### config.mk
export PLATFORM = sky130hd
export DESIGN_NAME = mem_access_sequencer
export DESIGN_NICKNAME = d
export VERILOG_FILES = /design/src/rtl/mem_access_sequencer.sv
export SDC_FILE = /design/constraint.sdc
export NUM_CORES = 1
export LEC_CHECK = 0
export BUFFER_PORTS_ARGS = -buffer_cell sky130_fd_sc_hd__clkbuf_2
export CAP_MARGIN = 20
export CORE_MARGIN = 10
export CORE_UTILIZATION = 45
export DETAILED_ROUTE_END_ITERATION = 10
export PLACE_DENSITY = 0.85
export SYNTH_ARGS = -nofsm -noshare
export SYNTH_HDL_FRONTEND = slang
export SYNTH_SLANG_ARGS = --single-unit
### constraint.sdc
create_clock -name clk_i -period 7.1 [get_ports clk_i]
set_clock_uncertainty 0.05 [all_clocks]
set_input_delay 1.775 -clock clk_i [delete_from_list [all_inputs] [get_ports clk_i]]
set_output_delay 1.775 -clock clk_i [all_outputs]
set_load 0.02 [all_outputs]
### src/rtl/mem_access_sequencer.sv
// mem_access_sequencer
// Arbitrates the control unit's instruction-fetch and data requests onto one
// shared single-port memory that inserts a variable number of wait states.
// A data access always wins over a fetch because it belongs to the older
// instruction. Each access runs IDLE -> BUSY -> DONE -> IDLE. DONE lasts one
// cycle and emits a completion (MFC) pulse to the requester. Read data is
// captured in per-port holding registers.

module mem_access_sequencer #(
    parameter int AW      = 32,
    parameter int DW      = 32,
    parameter int LAT     = 2,
    parameter int TIMEOUT = 64
) (
    input  logic          clk_i,
    input  logic          rst_i,

    // instruction fetch port (ReadIM)
    input  logic          if_req_i,
    input  logic [AW-1:0] if_addr_i,
    output logic [DW-1:0] if_rdata_o,
    output logic          if_done_o,

    // data port (ReadDM / WriteDM)
    input  logic          dm_rd_i,
    input  logic          dm_wr_i,
    input  logic [AW-1:0] dm_addr_i,
    input  logic [DW-1:0] dm_wdata_i,
    output logic [DW-1:0] dm_rdata_o,
    output logic          dm_done_o,

    // stall level towards the control unit (WMFC)
    output logic          stall_o,

    // shared memory port
    output logic          mem_en_o,
    output logic          mem_we_o,
    output logic [AW-1:0] mem_addr_o,
    output logic [DW-1:0] mem_wdata_o,
    input  logic [DW-1:0] mem_rdata_i,
    input  logic          mem_ready_i,

    // sticky error flags, cleared only by rst_i
    output logic          err_conflict_o,
    output logic          err_timeout_o
);

    // ------------------------------------------------------------------
    // Constants
    // ------------------------------------------------------------------
    localparam logic [1:0] ST_IDLE = 2'd0;
    localparam logic [1:0] ST_BUSY = 2'd1;
    localparam logic [1:0] ST_DONE = 2'd2;

    // The timeout counter must be able to hold TIMEOUT itself.
    localparam int TW = $clog2(TIMEOUT + 1);

    // Value loaded into the wait counter when an access is granted.
    localparam logic [3:0] LAT_C = 4'(LAT);

    // The counter holds the number of BUSY cycles already completed. When
    // it equals TIMEOUT-1, the current cycle is the last one allowed.
    localparam logic [TW-1:0] TO_LAST = TW'(TIMEOUT - 1);

    // ------------------------------------------------------------------
    // State and datapath registers
    // ------------------------------------------------------------------
    logic [1:0]    state_q,    state_d;
    logic [3:0]    wait_q,     wait_d;
    logic [TW-1:0] to_cnt_q,   to_cnt_d;
    logic [AW-1:0] addr_q,     addr_d;
    logic [DW-1:0] wdata_q,    wdata_d;
    logic          is_wr_q,    is_wr_d;
    logic          is_dm_q,    is_dm_d;
    logic [DW-1:0] if_rdata_q, if_rdata_d;
    logic [DW-1:0] dm_rdata_q, dm_rdata_d;
    logic          if_done_q,  if_done_d;
    logic          dm_done_q,  dm_done_d;
    logic          mem_en_q,   mem_en_d;
    logic          mem_we_q,   mem_we_d;
    logic          err_conf_q, err_conf_d;
    logic          err_to_q,   err_to_d;

    // Helper terms for the BUSY state.
    logic          wait_over_s;
    logic          complete_s;
    logic          abort_s;

    // Decode when the current BUSY cycle may finish.
    always_comb begin
        wait_over_s = (wait_q == 4'd0);
        complete_s  = (state_q == ST_BUSY) && wait_over_s && mem_ready_i;
        // A real completion in the last allowed cycle takes precedence
        // over the abort.
        abort_s     = (state_q == ST_BUSY) && !complete_s && (to_cnt_q == TO_LAST);
    end

    // Next-state logic: arbitration in IDLE, wait/timeout tracking in BUSY.
    always_comb begin
        state_d    = state_q;
        wait_d     = wait_q;
        to_cnt_d   = to_cnt_q;
        addr_d     = addr_q;
        wdata_d    = wdata_q;
        is_wr_d    = is_wr_q;
        is_dm_d    = is_dm_q;
        if_rdata_d = if_rdata_q;
        dm_rdata_d = dm_rdata_q;
        if_done_d  = 1'b0;
        dm_done_d  = 1'b0;
        err_conf_d = err_conf_q;
        err_to_d   = err_to_q;

        case (state_q)
            ST_IDLE: begin
                if (dm_wr_i) begin
                    // A write wins even when a read is raised at the same
                    // time. That collision is flagged.
                    state_d  = ST_BUSY;
                    addr_d   = dm_addr_i;
                    wdata_d  = dm_wdata_i;
                    is_wr_d  = 1'b1;
                    is_dm_d  = 1'b1;
                    wait_d   = LAT_C;
                    to_cnt_d = '0;
                    if (dm_rd_i) begin
                        err_conf_d = 1'b1;
                    end else begin
                        err_conf_d = err_conf_q;
                    end
                end else if (dm_rd_i) begin
                    state_d  = ST_BUSY;
                    addr_d   = dm_addr_i;
                    wdata_d  = dm_wdata_i;
                    is_wr_d  = 1'b0;
                    is_dm_d  = 1'b1;
                    wait_d   = LAT_C;
                    to_cnt_d = '0;
                end else if (if_req_i) begin
                    state_d  = ST_BUSY;
                    addr_d   = if_addr_i;
                    wdata_d  = '0;
                    is_wr_d  = 1'b0;
                    is_dm_d  = 1'b0;
                    wait_d   = LAT_C;
                    to_cnt_d = '0;
                end else begin
                    state_d = ST_IDLE;
                end
            end

            ST_BUSY: begin
                to_cnt_d = to_cnt_q + TW'(1);
                if (wait_over_s) begin
                    wait_d = 4'd0;
                end else begin
                    wait_d = wait_q - 4'd1;
                end

                if (complete_s) begin
                    state_d = ST_DONE;
                    if (is_wr_q) begin
                        if_rdata_d = if_rdata_q;
                    end else if (is_dm_q) begin
                        dm_rdata_d = mem_rdata_i;
                    end else begin
                        if_rdata_d = mem_rdata_i;
                    end
                    if_done_d = !is_dm_q;
                    dm_done_d = is_dm_q;
                end else if (abort_s) begin
                    // Give up. The requester still gets its pulse, and the
                    // read holding registers keep their old contents.
                    state_d   = ST_DONE;
                    err_to_d  = 1'b1;
                    if_done_d = !is_dm_q;
                    dm_done_d = is_dm_q;
                end else begin
                    state_d = ST_BUSY;
                end
            end

            ST_DONE: begin
                state_d = ST_IDLE;
            end

            default: begin
                state_d = ST_IDLE;
            end
        endcase

        // Register the memory strobes so they come straight from flops.
        mem_en_d = (state_d == ST_BUSY);
        mem_we_d = (state_d == ST_BUSY) && is_wr_d;
    end

    // FSM state and access counters.
    always_ff @(posedge clk_i or posedge rst_i) begin
        if (rst_i) begin
            state_q  <= ST_IDLE;
            wait_q   <= 4'd0;
            to_cnt_q <= '0;
        end else begin
            state_q  <= state_d;
            wait_q   <= wait_d;
            to_cnt_q <= to_cnt_d;
        end
    end

    // Latched access descriptor, held stable for the whole BUSY phase.
    always_ff @(posedge clk_i or posedge rst_i) begin
        if (rst_i) begin
            addr_q  <= '0;
            wdata_q <= '0;
            is_wr_q <= 1'b0;
            is_dm_q <= 1'b0;
        end else begin
            addr_q  <= addr_d;
            wdata_q <= wdata_d;
            is_wr_q <= is_wr_d;
            is_dm_q <= is_dm_d;
        end
    end

    // Per-port read data holding registers.
    always_ff @(posedge clk_i or posedge rst_i) begin
        if (rst_i) begin
            if_rdata_q <= '0;
            dm_rdata_q <= '0;
        end else begin
            if_rdata_q <= if_rdata_d;
            dm_rdata_q <= dm_rdata_d;
        end
    end

    // Completion pulses and memory strobes.
    always_ff @(posedge clk_i or posedge rst_i) begin
        if (rst_i) begin
            if_done_q <= 1'b0;
            dm_done_q <= 1'b0;
            mem_en_q  <= 1'b0;
            mem_we_q  <= 1'b0;
        end else begin
            if_done_q <= if_done_d;
            dm_done_q <= dm_done_d;
            mem_en_q  <= mem_en_d;
            mem_we_q  <= mem_we_d;
        end
    end

    // Sticky error flags.
    always_ff @(posedge clk_i or posedge rst_i) begin
        if (rst_i) begin
            err_conf_q <= 1'b0;
            err_to_q   <= 1'b0;
        end else begin
            err_conf_q <= err_conf_d;
            err_to_q   <= err_to_d;
        end
    end

    // Output mapping. The stall term is combinational so that the control
    // unit sees a new request stall in the same cycle it is raised.
    always_comb begin
        if_rdata_o     = if_rdata_q;
        dm_rdata_o     = dm_rdata_q;
        if_done_o      = if_done_q;
        dm_done_o      = dm_done_q;
        mem_en_o       = mem_en_q;
        mem_we_o       = mem_we_q;
        mem_addr_o     = addr_q;
        mem_wdata_o    = wdata_q;
        err_conflict_o = err_conf_q;
        err_timeout_o  = err_to_q;
        stall_o        = (if_req_i | dm_rd_i | dm_wr_i) & ~(if_done_q | dm_done_q);
    end

endmodule

# ---- Yosys cells after proc, flatten, opt, wreduce, memory -nomap -nowiden
# Cells that the tools add are included.
dict set report classes {
  addsub 2
  eq_ne 4
  muxes 34
  bitwise_logic 8
  n_reduce_logical 17
}
# cell count
set op_table {}
lappend op_table {{$mux W32} 6}
lappend op_table {{$mux W7} 3}
lappend op_table {{$mux W1} 16}
lappend op_table {{$mux W4} 4}
lappend op_table {{$pmux W7 S2} 1}
lappend op_table {{$pmux W4 S2} 1}
lappend op_table {{$reduce_and A4 Y1} 2}
lappend op_table {{$add A7 B1 Y7 const B} 1}
lappend op_table {{$eq A7 B6 Y1 const B} 1}
lappend op_table {{$reduce_and A3 Y1} 2}
lappend op_table {{$logic_and A1 B1 Y1} 5}
lappend op_table {{$eq A2 B1 Y1 const B} 2}
lappend op_table {{$logic_not A4 Y1} 1}
lappend op_table {{$mux W2} 2}
lappend op_table {{$ne A4 B4 Y1 const B} 1}
lappend op_table {{$not A1 Y1} 4}
lappend op_table {{$pmux W2 S2} 1}
lappend op_table {{$reduce_and A2 Y1} 2}
lappend op_table {{$sub A4 B1 Y4 const B} 1}
lappend op_table {{$or A1 B1 Y1} 3}
lappend op_table {{$reduce_bool A3 Y1} 1}
lappend op_table {{$logic_not A1 Y1} 2}
lappend op_table {{$logic_not A2 Y1} 1}
lappend op_table {{$reduce_bool A2 Y1} 1}
lappend op_table {{$and A1 B1 Y1} 1}
dict set report word_totals {
  reg_bits 149
  elab_cells 80
}

# ---- Depth between registers and ports, before layout
# Gate-level depths: netlist of the first run.
dict set report logic_depth {
  ltp_word 11
  mapped_depth 5
  ltp_nobuf 4
}

# ---- Least setup slack after synthesis of the first run
# Ideal clock, no wire load.
dict set report synth_path {
  path_kind {input to output}
  start {input dm_rd_i}
  end {output stall_o}
  arrival_ps 2530
  slack_ps 2745
  stages 3
  path_cell_list {nor3_2 -> clkbuf_1 -> nor3_1}
}
dict set report synth_via {
  elab_chain_len 3
}
# element line_no
set synth_lines {}
lappend synth_lines {{from (decl)} 25} ;# input logic dm_rd_i,
lappend synth_lines {{$or A1 B1 Y1 (2 in a row)} 275} ;# stall_o = (if_req_i | dm_rd_i | dm_wr_i) & ~(if_done_q | dm_done_q);
lappend synth_lines {{$and A1 B1 Y1} 275}
lappend synth_lines {{to (decl)} 33} ;# output logic stall_o,
# Every way passes these cells.

# ---- Final worst setup path of the first run
# Ends and elaborated chain as after synthesis.

==> results by group, run 1 <==
Run status
  – Status: complete, no violations

Clock network
  – Setup bufs post-CTS: 0
  – CTS Buffer Depth: 2
  – H-tree Lvls: 4
  – PostCTS Resize Cnt: 0
  – Worst-Skew Late Latency: 0.41 ns
  – Clock Root Buffer: clkbuf_16
  – CTS clk-pin slew, worst paths: approximately 0.06 ns
  – CTS tree: yes
  – CTS Buf Count: 17
  – Clk sinks: about 150
  – CTS hold repair buffers: 0

Synthesis
  – Register area share after synthesis: between 60% and 70%
  – Complex-gate fraction of the synthesized area: 13.4%
  – Mux cell area share after synthesis: between 15 and 20%
  – Syn Nets: 572
  – Syn Area/Cell: 13.7 um^2
  – Synth Flop Type: dfrtp_1
  – Simple-Gate Fraction of Synth Area: 3.52%
  – Main combinational cell family by area after synthesis: multiplexers
  – Post-synth EDFFs: 0
  – XOR/XNOR Fraction of Synth Area: less than 1%
  – Cell count after synthesis: 437
  – Synth top area share: between 60% and 70%
  – Synth Area in Adders: less than 1%
  – Post-synth design cell area: ~6000 um^2
  – Top cells by area, synth: dfrtp_1, mux2_2, o21ai_0, mux2i_1, a22o_1
  – Post-synthesis cell type count: 38
  – Largest area contributor in the netlist: dfrtp_1
  – Post-synth ARST share: 100%
  – Seq cells post-synth: 149
  – Synthesis warning total: 0

Min path
  – Hold WC Path Type: register to register
  – Worst hold path depth: 1

STA
  – Final setup vio count: 0
  – Setup tns final: 0 ns
  – RSZ-0062 raised after global routing: no
  – Fmax: approximately 220 MHz
  – Final Max Tran Viols: 0
  – Worst-Margin Slew: slightly below 0.8 ns
  – Min cycle time layout: ~4.5 ns
  – Hold Fails Final Rpt: 0
  – Final period util: between 60% and 70%
  – Worst rel slew slack: about 49%

Drt
  – # DRC: 0
  – Total routed wirelength: 16700 um
  – Wire per inst: 18.7 um
  – 1st-pass router iterations: 4
  – Antenna Nets Post-Route: 0
  – Vias: around 4.7k
  – 1st-iter DRT viols: 190
  – Via/cell ratio: 5.24

Cells and area
  – Fraction of layout cells with a size suffix above 1: a little over half
  – Area Overhead vs Synth: 35.8%
  – Commonest non-fill, non-tap cells in the layout: clkbuf_2, dfrtp_1, o21ai_0
  – Ant diodes: 0
  – Finished Cell Area: 8120 um^2
  – Fillers: between 1k and 1.5k
  – Commonest non-fill, non-tap cell in the layout: clkbuf_2
  – # nets final: about 840

Critical path
  – Slowest cell delay on critical path: between 0.4 and 0.5 ns
  – Crit Path Category: input port to output port
  – Critical Path Fanout Max: 8
  – CP max stage cell: nor3_4
  – Worst-case reg-to-reg path depth: 4
  – Setup crit end kind: output port
  – CP dominant cell by count: clkbuf_2
  – Worst setup SP type: input port
  – Crit path required time: approximately 5.3 ns
  – WP buf/inv: 2
  – Cell family with most CP delay: simple AND/OR/NAND/NOR gates
  – Critical-path cell list: clkbuf_2, nor3_4, nor3_1, clkbuf_2
  – CP arrival: about 2.6 ns
  – Worst path depth: 4

Floorplan
  – Die Y-Extent: roughly 140 um
  – Full die area: roughly 18000 um^2
  – Cell Rows: 42
  – I/O Pins: around 270
  – Core area: about 13000 um^2
  – Initial Util: about 45%
  – Die width: between 100 and 150 um

Placed design
  – Final HPWL DP: 12600 um
  – Post-Place Cell Area: about 7500 um^2
  – Port Buffers: ~270
  – Routability cong.: approximately 0.82

Power
  – Combinational share of power: between 40% and 50%
  – Leak: approximately 4.1 nW
  – Pwr Density: 495 nW/um^2
  – Internal power: roughly 2.4 mW
  – Switching Share: roughly 40%
  – Clock power share: ~23%
  – Seq pwr share: a little under two fifths
  – Switch Pwr: 1.60 mW
  – Worst VDD drop: 225 uV

GRT
  – First-pass GRT wire length: 26300 um
  – Initial antenna violation count: 0
  – GR Overflow Total: 0
  – Number of global-route vias before repair: just over 5k
  – Tot GR Track Use: around 18%
  – Largest net degree at the start of global routing: 87

Run
  – Max Cap Viol: 0
## power groups by stage
stage / clock network, mW / registers (mW) / logic [mW]
after floorplan: 0 / 1.89 / 0.600
after global placement: 0 / 1.46 / 1.57
after detailed placement: 0 / 1.48 / 1.63
after CTS: 0.938 / 1.47 / 1.63
after global routing: 0.977 / 1.51 / 1.75
final: 0.923 / 1.47 / 1.62
## sequential cells by signal (all words and copies together), names as in the netlist, 2 cells and up
signal,cells
mem_addr_o,32
wait_q,4
to_cnt_q,7
dm_rdata_o,32
mem_wdata_o,32
if_rdata_o,32
state_q,2
## per-stage QoR
stage	total power [mW]	util [%]	std cells	hold WS, ns	setup WS (ns)
global route	4.25	61.8	891	0.447	2.60
floorplan	2.49	-	437	0.402	1.27
CTS	4.04	61.4	889	0.435	2.16
global placement	3.03	56.6	856	0.411	2.20
detailed placement	3.11	56.8	857	0.421	2.16
finish	4.02	61.8	891	0.433	2.64
## metal layers
metal,wire length [um],GRT usage [%]
met1,6690,20.5
met2,8330,30.2
met4,288,5.92
met3,1380,6.60
met5,0,0
## cells in the mapped netlist (2+ instances only)
| cell type | n |
|---|---|
| dfrtp_1 | 149 |
| o21ai_0 | 70 |
| mux2_2 | 55 |
| a22o_1 | 35 |
| mux2i_1 | 33 |
| buf_2 | 15 |
| clkbuf_1 | 11 |
| mux2_1 | 9 |
| nor2_1 | 8 |
| nor3_1 | 6 |
| a21o_1 | 4 |
| nand3_1 | 4 |
| buf_6 | 3 |
| a21oi_1 | 2 |
| a31o_2 | 2 |
| inv_1 | 2 |
| nand2b_1 | 2 |
| nand4_1 | 2 |
| o21a_1 | 2 |
| o22ai_1 | 2 |
| o31ai_1 | 2 |
| or2_2 | 2 |
| xnor2_1 | 2 |
## layout make-up
| class | count | area [um^2] | area share [%] |
|---|---|---|---|
| flip-flops and latches | 149 | 3730 | 45.9 |
| multi-input cells | 257 | 2110 | 26.0 |
| repair buffers | 275 | 1430 | 17.7 |
| clock buffers | 18 | 439 | 5.41 |
| well taps | 176 | 220 | 2.71 |
| clock inverters | 14 | 175 | 2.16 |
| inverters | 2 | 12.5 | 0.154 |
## cell families after synthesis
| logic type | Yosys count |
|---|---|
| and+or+nand+nor | 33 |
| buffers and inverters | 31 |
| xor gates and xnor gates | 2 |
| muxes | 97 |
| AOI/OAI and AO/OA | 124 |
| DFF | 149 |
| adders and majority gates | 1 |
## worst paths after layout
path                                            from                         end  slack (ns)
setup / recovery                             dm_rd_i                     stall_o        2.64
hold / removal             err_timeout_o$_DFFE_PP0P_   err_timeout_o$_DFFE_PP0P_        0.43
setup reg to reg                state_q[0]$_DFF_PP0_   dm_rdata_o[4]$_DFFE_PP0P_        4.95
hold reg to reg            err_timeout_o$_DFFE_PP0P_   err_timeout_o$_DFFE_PP0P_        0.43
max in group asynchronous                      rst_i  dm_rdata_o[11]$_DFFE_PP0P_        4.27
min in group asynchronous                      rst_i  mem_wdata_o[4]$_DFFE_PP0P_        1.43
(Power assumes the default switching activity.)
==> run 2, diff against run 1 <==
--- a/config.mk
+++ b/config.mk
@@ -8,9 +8,9 @@
 export BUFFER_PORTS_ARGS = -buffer_cell sky130_fd_sc_hd__clkbuf_2
 export CAP_MARGIN = 20
 export CORE_MARGIN = 10
-export CORE_UTILIZATION = 45
+export CORE_UTILIZATION = 42
 export DETAILED_ROUTE_END_ITERATION = 10
-export PLACE_DENSITY = 0.85
+export PLACE_DENSITY = 0.83
 export SYNTH_ARGS = -nofsm -noshare
 export SYNTH_HDL_FRONTEND = slang
 export SYNTH_SLANG_ARGS = --single-unit
==> constraint.sdc (replaced) <==
create_clock -name clk_i -period 3.95 [get_ports clk_i]
set_clock_uncertainty 0.05 [all_clocks]
set_input_delay 0.9875 -clock clk_i [delete_from_list [all_inputs] [get_ports clk_i]]
set_output_delay 0.9875 -clock clk_i [all_outputs]
set_load 0.02 [all_outputs]
==> results by group, run 2 (synthesized netlist as in run 1, its figures left out) <==
Critical path
  – Slowest cell delay on critical path: 0.33 ns (was 0.45 ns)
  – WP buf/inv: 3 (was 2)
  – Setup crit end kind: output port (unchanged)
  – Cell family with most CP delay: buffers and inverters (was simple AND/OR/NAND/NOR gates)
  – Worst setup SP type: input port (unchanged)
  – Crit Path Category: input port to output port (unchanged)
  – CP arrival: 1.91 ns (was 2.63 ns)
  – Crit path required time: 2.91 ns (was 5.28 ns)
  – CP max stage cell: buf_4 (was nor3_4)
  – Critical-path cell list: clkbuf_2, nor3_4, buf_4, nor3_1, clkbuf_2 (was clkbuf_2, nor3_4, nor3_1, clkbuf_2)
  – CP dominant cell by count: clkbuf_2 (unchanged)
  – Critical Path Fanout Max: 37 (was 8)

Placed design
  – Cells after DPL: 864 (was 857)
  – Worst slack at placement: 1.00 ns (was 2.16 ns)
  – Final HPWL DP: 12700 um (was 12600 um)
  – Post-Place Cell Area: 7500 um^2 (was 7460 um^2)
  – Port Buffers: 268 (unchanged)
  – Routability cong.: 0.794 (was 0.822)

GRT
  – GR Overflow Total: 0 (unchanged)
  – Initial antenna violation count: 0 (unchanged)
  – Tot GR Track Use: 17.3% (was 17.9%)
  – First-pass GRT wire length: 27200 um (was 26300 um)
  – Number of global-route vias before repair: 5178 (was 5044)
  – Largest net degree at the start of global routing: 88 (was 87)

Drt
  – Total routed wirelength: 16700 um (about the same)
  – # DRC: 0 (unchanged)
  – Vias: 4589 (was 4668)
  – Antenna Nets Post-Route: 0 (unchanged)
  – 1st-iter DRT viols: 240 (was 190)
  – 1st-pass router iterations: 4 (unchanged)
  – Via/cell ratio: 5.13 (was 5.24)
  – Wire per inst: 18.7 um (about the same)

Clock network
  – PostCTS Resize Cnt: 0 (unchanged)
  – CTS clk-pin slew, worst paths: 0.06 ns (about the same)
  – CTS hold repair buffers: 0 (unchanged)
  – CTS tree: yes (unchanged)
  – Clock Root Buffer: clkbuf_16 (unchanged)
  – Clk sinks: 149 (unchanged)
  – Worst-Skew Late Latency: 0.42 ns (was 0.41 ns)
  – CTS Buffer Depth: 2 (unchanged)
  – CTS Buf Count: 17 (unchanged)
  – H-tree Lvls: 4 (unchanged)
  – Setup bufs post-CTS: 0 (unchanged)

Power
  – Worst VDD drop: 444 uV (was 225 uV)
  – Leak: 4.05 nW (was 4.07 nW)
  – Tot Pwr: 7.11 mW (was 4.02 mW)
  – Pwr Density: 880 nW/um^2 (was 495 nW/um^2)

Cells and area
  – Footprint of the multi-input gates: 2110 um^2 (unchanged)
  – Fin util: 57.9% (was 61.8%)
  – Reg area: 3730 um^2 (unchanged)
  – Finished Layout Cells: 895 (was 891)
  – Fillers: 1138 (was 1062)
  – # nets final: 838 (was 837)
  – Finished Cell Area: 8070 um^2 (was 8120 um^2)
  – Commonest non-fill, non-tap cell in the layout: clkbuf_2 (unchanged)
  – Area Overhead vs Synth: 35.1% (was 35.8%)
  – Ant diodes: 0 (unchanged)
  – Fraction of layout cells with a size suffix above 1: 52.2% (was 52.3%)
  – Commonest non-fill, non-tap cells in the layout: clkbuf_2, dfrtp_1, o21ai_0 (unchanged)

Floorplan
  – I/O Pins: 269 (unchanged)
  – Die Y-Extent: 139 um (was 135 um)
  – Initial Util: 42.9% (was 45.5%)
  – Die width: 139 um (was 135 um)
  – Cell Rows: 43 (was 42)
  – Full die area: 19400 um^2 (was 18300 um^2)
  – Core area: 13900 um^2 (was 13100 um^2)

STA
  – Hold Fails Final Rpt: 0 (unchanged)
  – RSZ-0062 raised after global routing: no (unchanged)
  – Fmax: between 300 and 400 MHz
  – Final period util: about three quarters
  – Hold Slack: 0.419 ns (was 0.433 ns)
  – Worst rel slew slack: 47.5% (was 48.7%)
  – Final setup vio count: 0 (unchanged)
  – Final Max Tran Viols: 0 (unchanged)
  – Setup tns final: 0 ns (unchanged)
  – Final Worst Setup Slack: 0.998 ns (was 2.64 ns)
  – Min cycle time layout: 2.95 ns
  – Worst-Margin Slew: 0.785 ns (was 0.769 ns)

Run
  – Max Cap Viol: 0 (unchanged)

Min path
  – Hold WC Path Type: register to register (unchanged)

Run status
  – Status: complete, no violations (unchanged)
## run 2: layout make-up
| class | instances | area share [%] |
|---|---|---|
| clock buffer | 19 | 5.49 |
| clock inverter | 12 | 1.61 |
| inverter | 2 | 0.139 |
| multi-input combinational | 257 | 26.1 |
| sequential | 149 | 46.2 |
| tap | 180 | 2.79 |
| timing repair buffer | 276 | 17.7 |
## run 2: worst paths after layout
| path | start | to | slack, ns | cells past startpoint |
|---|---|---|---|---|
| setup / recovery | dm_rd_i | stall_o | 1.0 | 5 |
| max in group asynchronous | rst_i | dm_rdata_o[21]$_DFFE_PP0P_ | 2.44 | 3 |
| hold reg to reg | err_conflict_o$_DFFE_PP0P_ | err_conflict_o$_DFFE_PP0P_ | 0.42 | 1 |
| min in group asynchronous | rst_i | dm_rdata_o[19]$_DFFE_PP0P_ | 0.48 | 2 |
| setup reg to reg | state_q[1]$_DFF_PP0_ | if_rdata_o[22]$_DFFE_PP0P_ | 1.81 | 4 |
| hold / removal | err_conflict_o$_DFFE_PP0P_ | err_conflict_o$_DFFE_PP0P_ | 0.42 | 1 |
## run 2: layer usage
metal	global-route usage [%]	share of wire, %
met3	8.17	9.8
met4	7.41	2.3
met1	19.3	40
met5	0	0
met2	27.7	48
## run 2: power by group
group	leakage, nW	switching [mW]	total [mW]	internal [mW]
sequential	1.85	0.398	2.63	2.23
clock	0.279	0.624	1.57	0.943
combinational	1.93	1.82	2.91	1.10
total	4.05	2.84	7.11	4.27
## run 2: worst register-to-register path, stage by stage (launching register included)
cell	delay [ns]
dfrtp_1	0.44
nand2b_1	0.37
nor4b_4	0.32
buf_4	0.42
mux2_2	0.43
